File: config.mk
export PLATFORM = sky130hd
export DESIGN_NAME = qspi_mem_master
export DESIGN_NICKNAME = d
export VERILOG_FILES = /design/src/rtl/qspi_mem_pkg.sv /design/src/rtl/qspi_master_shifter.sv /design/src/rtl/qspi_mem_master.sv
export SDC_FILE = /design/constraint.sdc
export NUM_CORES = 1
export LEC_CHECK = 0
export CAP_MARGIN = 10
export CORE_MARGIN = 2
export CORE_UTILIZATION = 44
export CTS_CLUSTER_DIAMETER = 30
export DETAILED_ROUTE_END_ITERATION = 12
export GPL_ROUTABILITY_DRIVEN = 0
export HOLD_SLACK_MARGIN = 0.02
export PLACE_DENSITY_LB_ADDON = 0.1
export SLEW_MARGIN = 5
export SYNTH_ARGS = -nofsm -noshare
export SYNTH_HDL_FRONTEND = slang
export SYNTH_SLANG_ARGS = --single-unit
export TNS_END_PERCENT = 50
File: constraint.sdc
create_clock -name CLK -period 1.9 [get_ports CLK]
set_input_delay 0.38 -clock CLK [delete_from_list [all_inputs] [get_ports CLK]]
set_output_delay 0.38 -clock CLK [all_outputs]
set_load 0.01 [all_outputs]
File: src/rtl/qspi_mem_pkg.sv
// Shared definitions for the dual/quad-SPI word-memory initiator.
//   CMD_WRITE/CMD_READ : command codes sent as the first byte
//   ADDR_W/WORD_W/...  : field widths
//   state_e            : transaction FSM states
//   cmd_t              : burst request captured on accept
package qspi_mem_pkg;

  localparam int unsigned ADDR_W = 12;
  localparam int unsigned WORD_W = 16;
  localparam int unsigned BYTE_W = 8;
  localparam int unsigned LEN_W  = 8;

  localparam logic [BYTE_W-1:0] CMD_WRITE = 8'h01;
  localparam logic [BYTE_W-1:0] CMD_READ  = 8'h02;

  typedef enum logic [3:0] {
    S_IDLE,
    S_SS_LEAD,
    S_CMD,
    S_ADDR_H,
    S_ADDR_L,
    S_WR_LSB,
    S_WR_MSB,
    S_DUMMY,
    S_RD_MSB,
    S_RD_LSB,
    S_SS_TRAIL,
    S_GAP
  } state_e;

  typedef struct packed {
    logic              write;
    logic [ADDR_W-1:0] addr;
    logic [LEN_W-1:0]  len;
  } cmd_t;

  // States in which one byte is clocked across the serial link.
  function automatic logic is_byte_state(input state_e s);
    return (s inside {S_CMD, S_ADDR_H, S_ADDR_L, S_WR_LSB, S_WR_MSB,
                      S_DUMMY, S_RD_MSB, S_RD_LSB});
  endfunction

endpackage

File: src/rtl/qspi_master_shifter.sv
// SCLK generator and byte shifter for the QSPI initiator.
// One start pulse clocks one byte: DWIDTH bits per SCLK period, MSB first.
// Outgoing bits change while SCLK is low, incoming bits are captured on the
// CLK edge that raises SCLK. SCLK idles low between bytes.
//   CLK, RST         : clock, synchronous active-high reset
//   start_i          : launch a byte (honoured only while idle)
//   tx_byte_i        : byte to send
//   rx_byte_o        : last fully received byte
//   rx_next_c        : receive register including the bits on QD_IN now
//   sample_last_c    : current edge captures the final bits of the byte
//   byte_done_o      : pulse, byte finished and SCLK back low
//   sclk_o/qd_out_o  : serial clock and outgoing lanes
//   qd_in_i          : incoming lanes
module qspi_master_shifter
  import qspi_mem_pkg::*;
#(
  parameter int unsigned DWIDTH = 2,
  parameter int unsigned CLKDIV = 2
) (
  input  logic              CLK,
  input  logic              RST,
  input  logic              start_i,
  input  logic [BYTE_W-1:0] tx_byte_i,
  output logic [BYTE_W-1:0] rx_byte_o,
  output logic [BYTE_W-1:0] rx_next_c,
  output logic              sample_last_c,
  output logic              byte_done_o,
  output logic              sclk_o,
  output logic [DWIDTH-1:0] qd_out_o,
  input  logic [DWIDTH-1:0] qd_in_i
);

  localparam int unsigned BEATS  = BYTE_W / DWIDTH;
  localparam int unsigned BEAT_W = 3;
  localparam int unsigned DIV_W  = (CLKDIV > 1) ? $clog2(CLKDIV) : 1;

  logic              active_q, active_d;
  logic              sclk_q,   sclk_d;
  logic [DIV_W-1:0]  div_q,    div_d;
  logic [BEAT_W-1:0] beat_q,   beat_d;
  logic [BYTE_W-1:0] tx_q,     tx_d;
  logic [BYTE_W-1:0] rx_q,     rx_d;
  logic [DWIDTH-1:0] qd_q,     qd_d;
  logic              done_q,   done_d;
  logic              half_end;

  assign half_end      = (div_q == DIV_W'(CLKDIV - 1));
  assign rx_next_c     = BYTE_W'({rx_q, qd_in_i});
  assign sample_last_c = active_q && !sclk_q && half_end &&
                         (beat_q == BEAT_W'(BEATS - 1));

  // Half-period counter; SCLK toggles when it wraps.
  always_comb begin : shift_next
    active_d = active_q;
    sclk_d   = sclk_q;
    div_d    = div_q;
    beat_d   = beat_q;
    tx_d     = tx_q;
    rx_d     = rx_q;
    qd_d     = qd_q;
    done_d   = 1'b0;
    if (!active_q) begin
      if (start_i) begin
        active_d = 1'b1;
        sclk_d   = 1'b0;
        div_d    = '0;
        beat_d   = '0;
        qd_d     = tx_byte_i[BYTE_W-1 -: DWIDTH];
        tx_d     = tx_byte_i << DWIDTH;
      end
    end else if (!half_end) begin
      div_d = div_q + DIV_W'(1);
    end else begin
      div_d = '0;
      if (!sclk_q) begin
        sclk_d = 1'b1;
        rx_d   = rx_next_c;
      end else begin
        sclk_d = 1'b0;
        if (beat_q == BEAT_W'(BEATS - 1)) begin
          active_d = 1'b0;
          done_d   = 1'b1;
        end else begin
          beat_d = beat_q + BEAT_W'(1);
          qd_d   = tx_q[BYTE_W-1 -: DWIDTH];
          tx_d   = tx_q << DWIDTH;
        end
      end
    end
  end

  always_ff @(posedge CLK) begin : shift_regs
    if (RST) begin
      active_q <= 1'b0;
      sclk_q   <= 1'b0;
      div_q    <= '0;
      beat_q   <= '0;
      tx_q     <= '0;
      rx_q     <= '0;
      qd_q     <= '0;
      done_q   <= 1'b0;
    end else begin
      active_q <= active_d;
      sclk_q   <= sclk_d;
      div_q    <= div_d;
      beat_q   <= beat_d;
      tx_q     <= tx_d;
      rx_q     <= rx_d;
      qd_q     <= qd_d;
      done_q   <= done_d;
    end
  end

  assign rx_byte_o   = rx_q;
  assign byte_done_o = done_q;
  assign sclk_o      = sclk_q;
  assign qd_out_o    = qd_q;

endmodule

File: src/rtl/qspi_mem_master.sv
// Dual/quad-SPI initiator for the FPGA word-memory slave.
// Sends CMD, ADDR_H, ADDR_L, then streams 16-bit words (write: LSB,MSB;
// read: after dummy bytes, MSB,LSB) and returns read words.
//   CLK, RST                     : clock, synchronous active-high reset
//   cmd_valid/ready/write/addr/len : burst request handshake
//   wr_data/wr_valid/wr_ready    : write word stream (wr_ready = consumed pulse)
//   rd_data/rd_valid             : read word stream, no backpressure
//   busy/done                    : transaction status
//   SS/SCLK/QD_OUT/QD_OE/QD_IN   : serial interface
module qspi_mem_master
  import qspi_mem_pkg::*;
#(
  parameter int unsigned DWIDTH      = 2,
  parameter int unsigned CLKDIV      = 2,
  parameter int unsigned DUMMY_BYTES = 1,
  parameter int unsigned SS_GAP      = 4
) (
  input  logic              CLK,
  input  logic              RST,
  input  logic              cmd_valid,
  output logic              cmd_ready,
  input  logic              cmd_write,
  input  logic [ADDR_W-1:0] cmd_addr,
  input  logic [LEN_W-1:0]  cmd_len,
  input  logic [WORD_W-1:0] wr_data,
  input  logic              wr_valid,
  output logic              wr_ready,
  output logic [WORD_W-1:0] rd_data,
  output logic              rd_valid,
  output logic              busy,
  output logic              done,
  output logic              SS,
  output logic              SCLK,
  output logic [DWIDTH-1:0] QD_OUT,
  output logic              QD_OE,
  input  logic [DWIDTH-1:0] QD_IN
);

  localparam int unsigned CNT_W = 16;

  state_e            state_q,     state_d;
  cmd_t              cmd_q,       cmd_d;
  logic              launched_q,  launched_d;
  logic [CNT_W-1:0]  cnt_q,       cnt_d;
  logic [LEN_W-1:0]  words_q,     words_d;
  logic [WORD_W-1:0] wlatch_q,    wlatch_d;
  logic [BYTE_W-1:0] msb_q,       msb_d;
  logic              cmd_ready_q, cmd_ready_d;
  logic              wr_ready_q,  wr_ready_d;
  logic [WORD_W-1:0] rd_data_q,   rd_data_d;
  logic              rd_valid_q,  rd_valid_d;
  logic              busy_q,      busy_d;
  logic              done_q,      done_d;
  logic              ss_q,        ss_d;
  logic              qd_oe_q,     qd_oe_d;

  logic              sh_start;
  logic [BYTE_W-1:0] sh_tx;
  logic [BYTE_W-1:0] sh_rx;
  logic [BYTE_W-1:0] sh_rx_next;
  logic              sh_sample_last;
  logic              byte_done;
  logic              launch_ok;
  logic              last_word;

  qspi_master_shifter #(
    .DWIDTH (DWIDTH),
    .CLKDIV (CLKDIV)
  ) u_shifter (
    .CLK           (CLK),
    .RST           (RST),
    .start_i       (sh_start),
    .tx_byte_i     (sh_tx),
    .rx_byte_o     (sh_rx),
    .rx_next_c     (sh_rx_next),
    .sample_last_c (sh_sample_last),
    .byte_done_o   (byte_done),
    .sclk_o        (SCLK),
    .qd_out_o      (QD_OUT),
    .qd_in_i       (QD_IN)
  );

  assign last_word = (words_q == cmd_q.len);

  // Next-state: each byte state launches one byte, then advances on byte_done.
  always_comb begin : fsm_next
    state_d     = state_q;
    cmd_d       = cmd_q;
    launched_d  = launched_q;
    cnt_d       = cnt_q;
    words_d     = words_q;
    wlatch_d    = wlatch_q;
    msb_d       = msb_q;
    cmd_ready_d = cmd_ready_q;
    wr_ready_d  = 1'b0;
    rd_data_d   = rd_data_q;
    rd_valid_d  = 1'b0;
    busy_d      = busy_q;
    done_d      = 1'b0;
    ss_d        = ss_q;
    qd_oe_d     = qd_oe_q;
    sh_start    = 1'b0;
    sh_tx       = '0;
    launch_ok   = 1'b1;

    unique case (state_q)
      S_IDLE: begin
        if (cmd_valid) begin
          cmd_d       = '{write: cmd_write, addr: cmd_addr, len: cmd_len};
          cmd_ready_d = 1'b0;
          busy_d      = 1'b1;
          ss_d        = 1'b0;
          qd_oe_d     = 1'b1;
          cnt_d       = '0;
          words_d     = '0;
          state_d     = S_SS_LEAD;
        end
      end
      S_SS_LEAD: begin
        if (cnt_q == CNT_W'(CLKDIV - 1)) begin
          cnt_d   = '0;
          state_d = S_CMD;
        end else begin
          cnt_d = cnt_q + CNT_W'(1);
        end
      end
      S_CMD: begin
        sh_tx = cmd_q.write ? CMD_WRITE : CMD_READ;
        if (byte_done) state_d = S_ADDR_H;
      end
      S_ADDR_H: begin
        sh_tx = {4'b0000, cmd_q.addr[11:8]};
        if (byte_done) state_d = S_ADDR_L;
      end
      S_ADDR_L: begin
        sh_tx = cmd_q.addr[7:0];
        if (byte_done) begin
          if (cmd_q.write) begin
            state_d = S_WR_LSB;
          end else begin
            // Release the lanes so the slave can turn them around.
            qd_oe_d = 1'b0;
            cnt_d   = '0;
            state_d = (DUMMY_BYTES == 0) ? S_RD_MSB : S_DUMMY;
          end
        end
      end
      S_WR_LSB: begin
        // Stall here with SCLK low until a write word is offered.
        sh_tx     = wr_data[7:0];
        launch_ok = wr_valid;
        if (!launched_q && wr_valid) begin
          wlatch_d   = wr_data;
          wr_ready_d = 1'b1;
        end
        if (byte_done) state_d = S_WR_MSB;
      end
      S_WR_MSB: begin
        sh_tx = wlatch_q[15:8];
        if (byte_done) begin
          words_d = words_q + LEN_W'(1);
          cnt_d   = '0;
          state_d = last_word ? S_SS_TRAIL : S_WR_LSB;
        end
      end
      S_DUMMY: begin
        if (byte_done) begin
          if (cnt_q == CNT_W'(DUMMY_BYTES - 1)) begin
            state_d = S_RD_MSB;
          end else begin
            cnt_d = cnt_q + CNT_W'(1);
          end
        end
      end
      S_RD_MSB: begin
        if (byte_done) begin
          msb_d   = sh_rx;
          state_d = S_RD_LSB;
        end
      end
      S_RD_LSB: begin
        // Publish the word on the edge that captures its final bits.
        if (sh_sample_last) begin
          rd_data_d  = {msb_q, sh_rx_next};
          rd_valid_d = 1'b1;
        end
        if (byte_done) begin
          words_d = words_q + LEN_W'(1);
          cnt_d   = '0;
          state_d = last_word ? S_SS_TRAIL : S_RD_MSB;
        end
      end
      S_SS_TRAIL: begin
        if (cnt_q == CNT_W'(CLKDIV - 1)) begin
          ss_d    = 1'b1;
          qd_oe_d = 1'b0;
          cnt_d   = '0;
          state_d = S_GAP;
        end else begin
          cnt_d = cnt_q + CNT_W'(1);
        end
      end
      S_GAP: begin
        if (cnt_q == CNT_W'(SS_GAP - 1)) begin
          cnt_d       = '0;
          done_d      = 1'b1;
          busy_d      = 1'b0;
          cmd_ready_d = 1'b1;
          state_d     = S_IDLE;
        end else begin
          cnt_d = cnt_q + CNT_W'(1);
        end
      end
      default: state_d = S_IDLE;
    endcase

    if (is_byte_state(state_q) && !launched_q && launch_ok) begin
      sh_start   = 1'b1;
      launched_d = 1'b1;
    end
    if (byte_done) launched_d = 1'b0;
  end

  always_ff @(posedge CLK) begin : fsm_regs
    if (RST) begin
      state_q     <= S_IDLE;
      cmd_q       <= '0;
      launched_q  <= 1'b0;
      cnt_q       <= '0;
      words_q     <= '0;
      wlatch_q    <= '0;
      msb_q       <= '0;
      cmd_ready_q <= 1'b1;
      wr_ready_q  <= 1'b0;
      rd_data_q   <= '0;
      rd_valid_q  <= 1'b0;
      busy_q      <= 1'b0;
      done_q      <= 1'b0;
      ss_q        <= 1'b1;
      qd_oe_q     <= 1'b0;
    end else begin
      state_q     <= state_d;
      cmd_q       <= cmd_d;
      launched_q  <= launched_d;
      cnt_q       <= cnt_d;
      words_q     <= words_d;
      wlatch_q    <= wlatch_d;
      msb_q       <= msb_d;
      cmd_ready_q <= cmd_ready_d;
      wr_ready_q  <= wr_ready_d;
      rd_data_q   <= rd_data_d;
      rd_valid_q  <= rd_valid_d;
      busy_q      <= busy_d;
      done_q      <= done_d;
      ss_q        <= ss_d;
      qd_oe_q     <= qd_oe_d;
    end
  end

  assign cmd_ready = cmd_ready_q;
  assign wr_ready  = wr_ready_q;
  assign rd_data   = rd_data_q;
  assign rd_valid  = rd_valid_q;
  assign busy      = busy_q;
  assign done      = done_q;
  assign SS        = ss_q;
  assign QD_OE     = qd_oe_q;

endmodule

==> results.json <==
{
  "detail-route-antenna-nets": 0,
  "worstSetupStartpointType": "register",
  "static-leakage-power_nw": 2.652,
  "cts_hold_fix_bufs": 0,
  "n_antenna_cell": 0,
  "crit_fanout": 4,
  "fill_cells": 1026,
  "cts_made_buffers": 9,
  "h-tree-depth": 3,
  "maxClockFrequency_mhz": 495.7,
  "dp_hpwl_mm": 9.426,
  "routed_via_density": 5.351,
  "floorplan.core_area_um2": 11420,
  "cts.path.max_buffers": 2,
  "finalMaxSlewViolations": 0,
  "grt_util_all_layers": 0.2153,
  "finalWorstSetupSlack_ns": -0.1174,
  "area_growth_syn_to_layout_pct": 36.81,
  "power_density_nw_per_um2": 1025,
  "ys_dominant_reg_cell": "sky130_fd_sc_hd__dfxtp_1",
  "final_layout_size_suffix_gt1_frac": 0.1997,
  "postSynthCellCount": 623,
  "yosys_register_bits": 112,
  "dieHeight_um": 112,
  "synth-warning-count": 0,
  "boundary_pins": 69,
  "commonest_non_fill_non_tap_cell_in_the_layout": "sky130_fd_sc_hd__nand2_1",
  "synth-edff-count": 0,
  "design.die.area_um2": 12540,
  "setup_viol": 10,
  "drt-total-wl_mm": 13.48,
  "power.share.sequential": 0.383,
  "drt_iter0_drc": 316,
  "worst_vdd_rail_ir_drop_mv": 0.9367,
  "power_frac_comb": 0.363,
  "synth-async-reset-ratio": 0,
  "critPathRequiredTime_ns": 2.14,
  "timing.final.hold_violations": 0,
  "synth_area_um2": 5132,
  "internal_power_mw": 4.697,
  "number_of_placement_rows": 39,
  "worst_clock_skew_ns": 0.007696,
  "arrival_ns": 2.26,
  "synth_area_per_cell_um2": 8.238,
  "dp_slack_ns": -0.2494,
  "global_route.overflow_total": 0,
  "setup_repair_after_global_routing_missed_its_margin": "true",
  "min_period_ns": 2.017,
  "grt_max_degree": 93,
  "synthesis.nets": 672,
  "clock-sinks": 112,
  "clockRootBuffer": "sky130_fd_sc_hd__clkbuf_16",
  "wire_per_inst_um": 15.08,
  "max-slew-margin-rel": 0.6902,
  "finalHoldWorstSlack_ns": 0.4528,
  "part_of_the_yosys_area_used_for_sequential_elements": 0.4369,
  "first_global_vias": 4629,
  "failed_checks": "negative setup slack",
  "grt_first_pass_wirelength_mm": 22.08,
  "nets": 795,
  "drv.max_cap_violation_count": 0,
  "num_vias": 4784,
  "finish.utilization": 0.6149,
  "power.switching_fraction": 0.3476,
  "source_to_sink_clock_delay_at_the_later_pin_of_the_worst_skew_pair_ns": 0.35,
  "timing.hold.worst.class": "reg -> reg",
  "switchingPower_mw": 2.503,
  "port-buffer-count": 68,
  "clkSlewWorstSetupHoldPaths_ns": 0.08,
  "clkPwrFrac": 0.253,
  "final_min_period_over_clock_period": 1.062,
  "detail_route.drc_violations": 0,
  "drt_pass1_iterations": 4,
  "run_status": "complete, but fails checks",
  "cts_tree": "built",
  "layout_common_cells": "sky130_fd_sc_hd__nand2_1, sky130_fd_sc_hd__dfxtp_1, sky130_fd_sc_hd__buf_4",
  "worstSetupEndpointType": "register",
  "antenna_found_initial": 0,
  "criticalPathCategory": "reg -> reg",
  "die_w_um": 112,
  "worst-slew-pin-transition_ns": 0.4626,
  "ys_types": 63,
  "initial_core_util": 0.4495
}
Yosys cell counts, types with 9 or more instances:
| master | number | area, µm² |
|---|---|---|
| sky130_fd_sc_hd__a22oi_1 | 9 | 67.56 |
| sky130_fd_sc_hd__o21ai_1 | 9 | 45.04 |
| sky130_fd_sc_hd__a21oi_1 | 65 | 325.3 |
| sky130_fd_sc_hd__o21ai_0 | 14 | 70.07 |
| sky130_fd_sc_hd__a22o_1 | 9 | 78.83 |
| sky130_fd_sc_hd__and3_1 | 12 | 75.07 |
| sky130_fd_sc_hd__xnor2_1 | 14 | 122.6 |
| sky130_fd_sc_hd__nor3_1 | 17 | 85.08 |
| sky130_fd_sc_hd__mux2i_1 | 19 | 190.2 |
| sky130_fd_sc_hd__nand3_1 | 16 | 80.08 |
| sky130_fd_sc_hd__clkbuf_1 | 25 | 93.84 |
| sky130_fd_sc_hd__nand2_1 | 115 | 431.7 |
| sky130_fd_sc_hd__nand4_1 | 9 | 56.30 |
| sky130_fd_sc_hd__inv_1 | 16 | 60.06 |
| sky130_fd_sc_hd__nor2_1 | 57 | 214.0 |
| sky130_fd_sc_hd__buf_2 | 9 | 45.04 |
| sky130_fd_sc_hd__dfxtp_1 | 112 | 2242 |
kinds of logic (layout without fill, tap and decap cells):
| kind of cell | after synthesis | in the layout | share of synthesized area |
|---|---|---|---|
| AO/OA/AOI/OAI | 144 | 144 | 0.1845 |
| flip-flops | 112 | 112 | 0.4369 |
| XOR/XNOR | 19 | 19 | 0.03242 |
| AND/OR/NAND/NOR | 270 | 270 | 0.2521 |
| buffers and inverters | 53 | 181 | 0.04242 |
| multiplexers | 19 | 19 | 0.03705 |
| adder cells (fa/ha/maj) | 6 | 6 | 0.01463 |
flip-flops by register name (all words and copies together), names as in the netlist, 2 cells and up:
signal	count
cmd_q	21
cnt_q	16
rd_data	16
msb_q	8
u_shifter.rx_byte_o	8
wlatch_q	8
words_q	8
u_shifter.tx_q	6
state_q	4
u_shifter.beat_q	3
u_shifter.qd_out_o	2
through the flow:
| stage | setup TNS [ns] | total power, mW | cell area, µm² | std cells |
|---|---|---|---|---|
| final | -0.8139 | 7.200 | 7022 | 894 |
| after global routing | -2.905 | 7.608 | 7022 | 894 |
| after CTS | -0.9446 | 7.096 | 6848 | 888 |
| after detailed placement | -5.534 | 5.132 | 6421 | 867 |
| after global placement | -3.956 | 5.082 | 6421 | 867 |
| after floorplan | -0.003821 | 4.193 | 5136 | 623 |
area by class of cell:
class	instances	area [µm²]	share of cell area
timing repair buffer	149	1354	0.1928
sequential	112	2265	0.3225
clock buffer	10	229.0	0.03261
tap	143	178.9	0.02548
multi-input combinational	458	2882	0.4104
inverter	16	63.81	0.009088
clock inverter	6	50.05	0.007128
layer usage:
metal / track usage / vias up / share of wire
li1: - / 2430 / -
met1: 0.2752 / 2256 / 0.47
met2: 0.3568 / 82 / 0.48
met3: 0.05716 / 16 / 0.041
met4: 0.06829 / 0 / 0.018
met5: 0 / - / 0
what timing repair did:
action,in CTS,in global routing
gates cloned,0,0
resized for setup,28,27
setup buffers,6,6
endpoints found under the setup margin,39,39
pin swaps,24,10
final timing paths:
path                             from  slack, ns                        to  cells past startpoint
max            cnt_q[14]$_SDFFE_PP0P_      -0.12     cnt_q[7]$_SDFFE_PP0P_                      7
min          rd_data[12]$_SDFFE_PP0P_       0.45  rd_data[12]$_SDFFE_PP0P_                      2
max reg2reg    cnt_q[14]$_SDFFE_PP0P_      -0.12     cnt_q[7]$_SDFFE_PP0P_                      7
min reg2reg  rd_data[12]$_SDFFE_PP0P_       0.45  rd_data[12]$_SDFFE_PP0P_                      2
power by group through the flow:
stage / clock network (mW) / registers (mW) / logic, mW
after global routing: 1.95 / 2.79 / 2.87
after floorplan: 0 / 2.75 / 1.44
after CTS: 1.87 / 2.75 / 2.47
after detailed placement: 0 / 2.81 / 2.32
after global placement: 0 / 2.80 / 2.28
final: 1.82 / 2.76 / 2.62
worst max-delay path: stages, from the launching register on:
cell	delay, ns
sky130_fd_sc_hd__dfxtp_2	0.34
sky130_fd_sc_hd__nor4_4	0.33
sky130_fd_sc_hd__and4_4	0.31
sky130_fd_sc_hd__a221oi_4	0.10
sky130_fd_sc_hd__o31ai_4	0.35
sky130_fd_sc_hd__buf_4	0.19
sky130_fd_sc_hd__o21ai_1	0.07
sky130_fd_sc_hd__a22o_1	0.22
Power figures use the tool's default switching activity.
